### src/rtl/alarm_clock_pkg.sv
// Shared constants, types and limit helper for the alarm clock time path.
package alarm_clock_pkg;

    localparam int unsigned NUM_DIGITS = 6;
    localparam int unsigned DIGIT_W    = 4;
    localparam int unsigned IDX_W      = 3;

    localparam logic [IDX_W-1:0] SEC_U = 3'd0;
    localparam logic [IDX_W-1:0] SEC_T = 3'd1;
    localparam logic [IDX_W-1:0] MIN_U = 3'd2;
    localparam logic [IDX_W-1:0] MIN_T = 3'd3;
    localparam logic [IDX_W-1:0] HR_U  = 3'd4;
    localparam logic [IDX_W-1:0] HR_T  = 3'd5;

    localparam logic [DIGIT_W-1:0] LIM_UNITS       = 4'd9;
    localparam logic [DIGIT_W-1:0] LIM_MS_TENS     = 4'd5;
    localparam logic [DIGIT_W-1:0] LIM_HR_TENS     = 4'd2;
    localparam logic [DIGIT_W-1:0] LIM_HR_UNITS_20 = 4'd3;

    typedef enum logic [1:0] {
        ST_IDLE = 2'd0,
        ST_SEC  = 2'd1,
        ST_MIN  = 2'd2,
        ST_HR   = 2'd3
    } tick_state_e;

    typedef struct packed {
        logic             valid;
        logic [IDX_W-1:0] digit;
        logic             dec;
    } edit_req_t;

    // Upper bound of a digit; hour units depend on the current hour tens.
    function automatic logic [DIGIT_W-1:0] digit_limit(input logic [IDX_W-1:0] digit,
                                                       input logic [DIGIT_W-1:0] hr_tens);
        case (digit)
            SEC_T, MIN_T: digit_limit = LIM_MS_TENS;
            HR_U:         digit_limit = (hr_tens == LIM_HR_TENS) ? LIM_HR_UNITS_20 : LIM_UNITS;
            HR_T:         digit_limit = LIM_HR_TENS;
            default:      digit_limit = LIM_UNITS;
        endcase
    endfunction

endpackage

### src/rtl/bcd_digit_step.sv
// Combinational single-digit BCD increment/decrement, wrapping against a limit.
module bcd_digit_step
    import alarm_clock_pkg::*;
(
    input  logic [DIGIT_W-1:0] value,
    input  logic [DIGIT_W-1:0] limit,
    input  logic               dec,
    output logic [DIGIT_W-1:0] result
);

    always_comb begin
        result = value;
        if (dec) begin
            result = (value == '0) ? limit : value - DIGIT_W'(1);
        end else begin
            result = (value >= limit) ? '0 : value + DIGIT_W'(1);
        end
    end

endmodule

### src/rtl/time_register_scheduler.sv
// HH:MM:SS BCD time registers shared between the 1 Hz carry ripple and digit edits.
module time_register_scheduler
    import alarm_clock_pkg::*;
(
    input  logic                  i_Clk,
    input  logic                  i_Reset,
    input  logic                  i_Tick,
    input  logic                  i_Edit_Active,
    input  logic [NUM_DIGITS-1:0] i_Digit_Inc,
    input  logic [NUM_DIGITS-1:0] i_Digit_Dec,
    output logic [7:0]            o_Seconds,
    output logic [7:0]            o_Minutes,
    output logic [7:0]            o_Hours,
    output logic                  o_Busy,
    output logic                  o_Rollover,
    output logic                  o_Edit_Overrun,
    output logic                  o_Tick_Overrun
);

    tick_state_e state_q, state_d;
    logic        pending_q, pending_d;
    edit_req_t   buf_q, buf_d;
    logic [NUM_DIGITS-1:0][DIGIT_W-1:0] digits_q, digits_d;
    logic        busy_q, busy_d;
    logic        rollover_q, rollover_d;
    logic        edit_ovr_q, edit_ovr_d;
    logic        tick_ovr_q, tick_ovr_d;

    logic             found, multi, cap_nop, cap_dec;
    logic [IDX_W-1:0] cap_digit;
    edit_req_t        cap, edit_sel;
    logic             edit_apply, tick_start;
    logic [DIGIT_W-1:0] edit_lim, edit_next;

    logic [IDX_W-1:0]   rip_u_idx, rip_t_idx;
    logic [DIGIT_W-1:0] rip_u_lim, rip_t_lim, rip_u_next, rip_t_next;
    logic               rip_u_carry, rip_t_carry;

    // Lowest-index edit request wins; inc+dec on the same digit cancels.
    always_comb begin
        found     = 1'b0;
        multi     = 1'b0;
        cap_digit = '0;
        cap_dec   = 1'b0;
        cap_nop   = 1'b0;
        for (int unsigned k = 0; k < NUM_DIGITS; k++) begin
            if (i_Digit_Inc[k] || i_Digit_Dec[k]) begin
                if (found) begin
                    multi = 1'b1;
                end else begin
                    found     = 1'b1;
                    cap_digit = IDX_W'(k);
                    cap_dec   = i_Digit_Dec[k];
                    cap_nop   = i_Digit_Inc[k] & i_Digit_Dec[k];
                end
            end
        end
        cap = '{valid: i_Edit_Active & found & ~cap_nop, digit: cap_digit, dec: cap_dec};
    end

    assign edit_sel   = buf_q.valid ? buf_q : cap;
    assign edit_apply = (state_q == ST_IDLE) && edit_sel.valid;
    assign tick_start = (state_q == ST_IDLE) && !edit_apply && !i_Edit_Active
                        && (i_Tick || pending_q);
    assign edit_lim   = digit_limit(edit_sel.digit, digits_q[HR_T]);

    bcd_digit_step u_edit_step (
        .value  (digits_q[edit_sel.digit]),
        .limit  (edit_lim),
        .dec    (edit_sel.dec),
        .result (edit_next)
    );

    // Select the units/tens pair the ripple stage works on this cycle.
    always_comb begin
        rip_u_idx = SEC_U;
        rip_t_idx = SEC_T;
        case (state_q)
            ST_MIN:  begin rip_u_idx = MIN_U; rip_t_idx = MIN_T; end
            ST_HR:   begin rip_u_idx = HR_U;  rip_t_idx = HR_T;  end
            default: ;
        endcase
    end

    assign rip_u_lim   = digit_limit(rip_u_idx, digits_q[HR_T]);
    assign rip_t_lim   = digit_limit(rip_t_idx, digits_q[HR_T]);
    assign rip_u_carry = digits_q[rip_u_idx] >= rip_u_lim;
    assign rip_t_carry = digits_q[rip_t_idx] >= rip_t_lim;

    bcd_digit_step u_rip_units (
        .value  (digits_q[rip_u_idx]),
        .limit  (rip_u_lim),
        .dec    (1'b0),
        .result (rip_u_next)
    );

    bcd_digit_step u_rip_tens (
        .value  (digits_q[rip_t_idx]),
        .limit  (rip_t_lim),
        .dec    (1'b0),
        .result (rip_t_next)
    );

    always_comb begin
        state_d    = state_q;
        pending_d  = pending_q;
        buf_d      = buf_q;
        digits_d   = digits_q;
        rollover_d = 1'b0;
        edit_ovr_d = 1'b0;
        tick_ovr_d = 1'b0;

        if (state_q == ST_IDLE && buf_q.valid) begin
            buf_d.valid = 1'b0;
        end
        if (i_Edit_Active && multi) begin
            edit_ovr_d = 1'b1;
        end
        // Edits that cannot be applied right now go to the 1-deep buffer.
        if (cap.valid && (state_q != ST_IDLE || buf_q.valid)) begin
            if (buf_q.valid) begin
                edit_ovr_d = 1'b1;
            end else begin
                buf_d = cap;
            end
        end

        case (state_q)
            ST_IDLE: begin
                if (edit_apply) begin
                    digits_d[edit_sel.digit] = edit_next;
                    if (edit_sel.digit == HR_T && edit_next == LIM_HR_TENS
                        && digits_q[HR_U] > LIM_HR_UNITS_20) begin
                        digits_d[HR_U] = LIM_HR_UNITS_20;
                    end
                end else if (tick_start) begin
                    state_d = ST_SEC;
                end
            end
            default: begin
                digits_d[rip_u_idx] = rip_u_next;
                if (rip_u_carry) begin
                    digits_d[rip_t_idx] = rip_t_next;
                end
                if (rip_u_carry && rip_t_carry) begin
                    case (state_q)
                        ST_SEC:  state_d = ST_MIN;
                        ST_MIN:  state_d = ST_HR;
                        default: begin state_d = ST_IDLE; rollover_d = 1'b1; end
                    endcase
                end else begin
                    state_d = ST_IDLE;
                end
            end
        endcase

        if (i_Edit_Active) begin
            pending_d = 1'b0;
        end else if (i_Tick && pending_q) begin
            tick_ovr_d = 1'b1;
        end else if (i_Tick && !tick_start) begin
            pending_d = 1'b1;
        end
        if (tick_start) begin
            pending_d = 1'b0;
        end

        busy_d = (state_d != ST_IDLE);
    end

    always_ff @(posedge i_Clk) begin
        if (i_Reset) begin
            state_q    <= ST_IDLE;
            pending_q  <= 1'b0;
            buf_q      <= '0;
            digits_q   <= '0;
            busy_q     <= 1'b0;
            rollover_q <= 1'b0;
            edit_ovr_q <= 1'b0;
            tick_ovr_q <= 1'b0;
        end else begin
            state_q    <= state_d;
            pending_q  <= pending_d;
            buf_q      <= buf_d;
            digits_q   <= digits_d;
            busy_q     <= busy_d;
            rollover_q <= rollover_d;
            edit_ovr_q <= edit_ovr_d;
            tick_ovr_q <= tick_ovr_d;
        end
    end

    assign o_Seconds      = {digits_q[SEC_T], digits_q[SEC_U]};
    assign o_Minutes      = {digits_q[MIN_T], digits_q[MIN_U]};
    assign o_Hours        = {digits_q[HR_T], digits_q[HR_U]};
    assign o_Busy         = busy_q;
    assign o_Rollover     = rollover_q;
    assign o_Edit_Overrun = edit_ovr_q;
    assign o_Tick_Overrun = tick_ovr_q;

endmodule

### config.mk
export PLATFORM = sky130hd
export DESIGN_NAME = time_register_scheduler
export DESIGN_NICKNAME = d
export VERILOG_FILES = /design/src/rtl/alarm_clock_pkg.sv /design/src/rtl/bcd_digit_step.sv /design/src/rtl/time_register_scheduler.sv
export SDC_FILE = /design/constraint.sdc
export NUM_CORES = 1
export LEC_CHECK = 0
export CAP_MARGIN = 20
export CORE_MARGIN = 4
export CORE_UTILIZATION = 30
export CTS_CLUSTER_SIZE = 24
export DETAILED_ROUTE_END_ITERATION = 6
export PLACE_DENSITY = 0.56
export SLEW_MARGIN = 40
export SYNTH_ARGS = -nofsm -noshare
export SYNTH_HDL_FRONTEND = slang
export SYNTH_SLANG_ARGS = --single-unit
### constraint.sdc
create_clock -name i_Clk -period 6.4 [get_ports i_Clk]
set_input_delay 0.96 -clock i_Clk [delete_from_list [all_inputs] [get_ports i_Clk]]
set_output_delay 0.96 -clock i_Clk [all_outputs]
set_load 0.01 [all_outputs]
==> flow_summary.ini <==
[outcome]
status = finished clean

[synth]
synth_ff_type = dfxtp_1
synth_edf_count = 0
async_flop_share = 0
syn_nets = 484
synth_cells = 450
syn_area_per_cell_sq_um = 7.42
synth.distinct_cells = 69
yosysWarnings = 0
synth_seq_cells = 36
ys_seq_area_frac = 0.216
syn_area_sq_mm = 0.00334

[power]
p_per_area_mw_per_mm2 = 175
p_total_mw = 0.692
vdd_ir_drop_max_mv = 0.0728
p_leak_nw = 1.42

[route]
dr.pass1.iters = 5
finalWirelength_um = 12300
drcViolationCount = 0
drt_iter0_drc = 316
via_count = 3718
postRouteAntennaNets = 0
routedWlPerCell_um = 19.6
viasPerCell = 5.93

[timing]
holdWs_ns = 0.436
max_clock_freq_mhz = 173
finClkSkew_ns = 0.0229
period_needed_ns = 5.77
maxSlewHeadroom = 0.467
rsz0062_at_grt = false
maxSlewViolCount = 0
fin_tns_setup_ns = 0
fin_ws_ns = 0.630
finalCritPeriodShare = 0.902
setup_viol = 0
final-hold-violation-count = 0
worst_pin_slew_ns = 0.800

[clock_tree]
cts.reportedPaths.clkPinSlew_ns = 0.09
hold_buffers = 0
cts_sinks = 36
clk_latency_ns = 0.31
cts.path.max_buffers = 2
cts_resized = 0
numCtsBuffers = 5
cts_setup_buffers = 0
cts_tree = built
htreeDepth = 2
cts_root_buf = clkbuf_8

[floorplan]
core_sq_mm = 0.0108
fp.dieH_um = 113
die_w_um = 113
initial_utilization = 0.308
dieArea_sq_mm = 0.0129
placementRows = 38
ios = 44

[cells_and_area]
final_cells = 627
final_layout_size_suffix_gt1_frac = 0.0700
fin_area_sq_mm = 0.00396
final_common_cell = nand2_1
fin_nets = 520
area_delta_synth_final_pct = 18.7
layout_common_cells = nand2_1 (53), nor2_1 (46), clkdlybuf4s50_1 (43)
finish.utilization = 0.365

[global_route]
grt_pass1_vias = 3621
grt_pass1_wl_um = 19700
antenna_found_initial = 0
grt_max_degree = 36
gr-total-overflow = 0
grt_usage = 0.192

[critical_path]
end_kind = flop
critPathRequiredTime_ns = 6.59
r2r-start = buf_q[4]$_SDFF_PP0_
worstPathArrival_ns = 5.97
critical_path_class = in -> reg
cp-startpoint = i_Digit_Inc[1]
worst-path-max-fanout = 11
start_kind = input pin

[placed_design]
place_ws_ns = 0.366
post-dp-hpwl_um = 9480
place.gp.congestion = 0.955
placed_cells = 619
numPortBuffers = 43
dpl_cell_area_sq_mm = 0.00388

[worst_hold_path]
worstHoldStart = pending_q$_SDFFE_PP0P_
hold_class = reg -> reg

[run]
drv_cap = 0
==> routing by layer <==
layer / vias up / share of wire / GRT usage
met3: 35 / 0.061 / 0.0387
met5: - / 0 / 0
li1: 1773 / - / -
met2: 160 / 0.45 / 0.308
met4: 0 / 0.028 / 0.0641
met1: 1750 / 0.46 / 0.258
==> power breakdown <==
| group | leakage, nW | internal (mW) | switching [mW] |
|---|---|---|---|
| Clock | 0.0410 | 0.0743 | 0.0916 |
| Sequential | 0.292 | 0.235 | 0.0176 |
| Combinational | 1.09 | 0.105 | 0.169 |
==> synthesized netlist by cell type, drive strengths merged, types with 7 or more instances <==
cell    number  area [sq um]
nor2        48           185
nand2       54           205
o22ai        8          50.1
a211oi       7          70.1
a22oi       13          97.6
o21ai       27           135
a21oi       31           155
ha          18           225
inv         18          70.1
mux2i       14           140
dfxtp       36           721
clkbuf      12          45.0
or3          7          43.8
and2         7          43.8
o31ai        7          52.6
nand3       15          80.1
nor3        23           120
nor2b        9          56.3
==> area by class of cell <==
cell class | instances | area, sq um
flip-flops and latches | 36 | 722
multi-input cells | 378 | 2450
diodes | 1 | 2.50
clock inverters | 1 | 5.00
repair buffers | 47 | 460
well taps | 140 | 175
clock buffers | 6 | 72.6
inverters | 18 | 70.1
fillers | 1177 | 6880
==> worst max-delay path: stages <==
cell	delay (ns)
clkdlybuf4s50_1	0.55
nor4_4	0.47
nand2_1	0.23
or3_1	0.52
a211oi_2	0.32
or2_4	0.21
ha_1	0.23
nand2b_1	0.14
a2111oi_0	0.61
o21ai_0	0.20
o31ai_1	0.34
nand2_1	0.11
o311a_1	0.27
or4_4	0.60
a21oi_1	0.16
nor3_1	0.05
==> kinds of logic after synthesis <==
family | synth area share
simple gates | 0.302
compound gates | 0.305
buf+inv | 0.0499
flops | 0.216
fa+ha+maj | 0.0675
mux | 0.0465
xor+xnor | 0.0131
==> sequential cells by signal, summed over array words and instances (netlist names) <==
name / cells
o_Minutes: 8
o_Tick_Overrun: 1
pending_q: 1
o_Busy: 1
state_q: 2
buf_q: 5
o_Seconds: 8
o_Rollover: 1
o_Hours: 8
o_Edit_Overrun: 1
==> final timing paths <==
path | to | slack, ns | cells past startpoint
max | o_Hours[1]$_SDFFE_PP0P_ | 0.63 | 16
min | o_Tick_Overrun$_SDFF_PP0_ | 0.44 | 2
max reg2reg | o_Hours[1]$_SDFFE_PP0P_ | 1.53 | 15
min reg2reg | o_Tick_Overrun$_SDFF_PP0_ | 0.44 | 2
(Power assumes the default switching activity.)
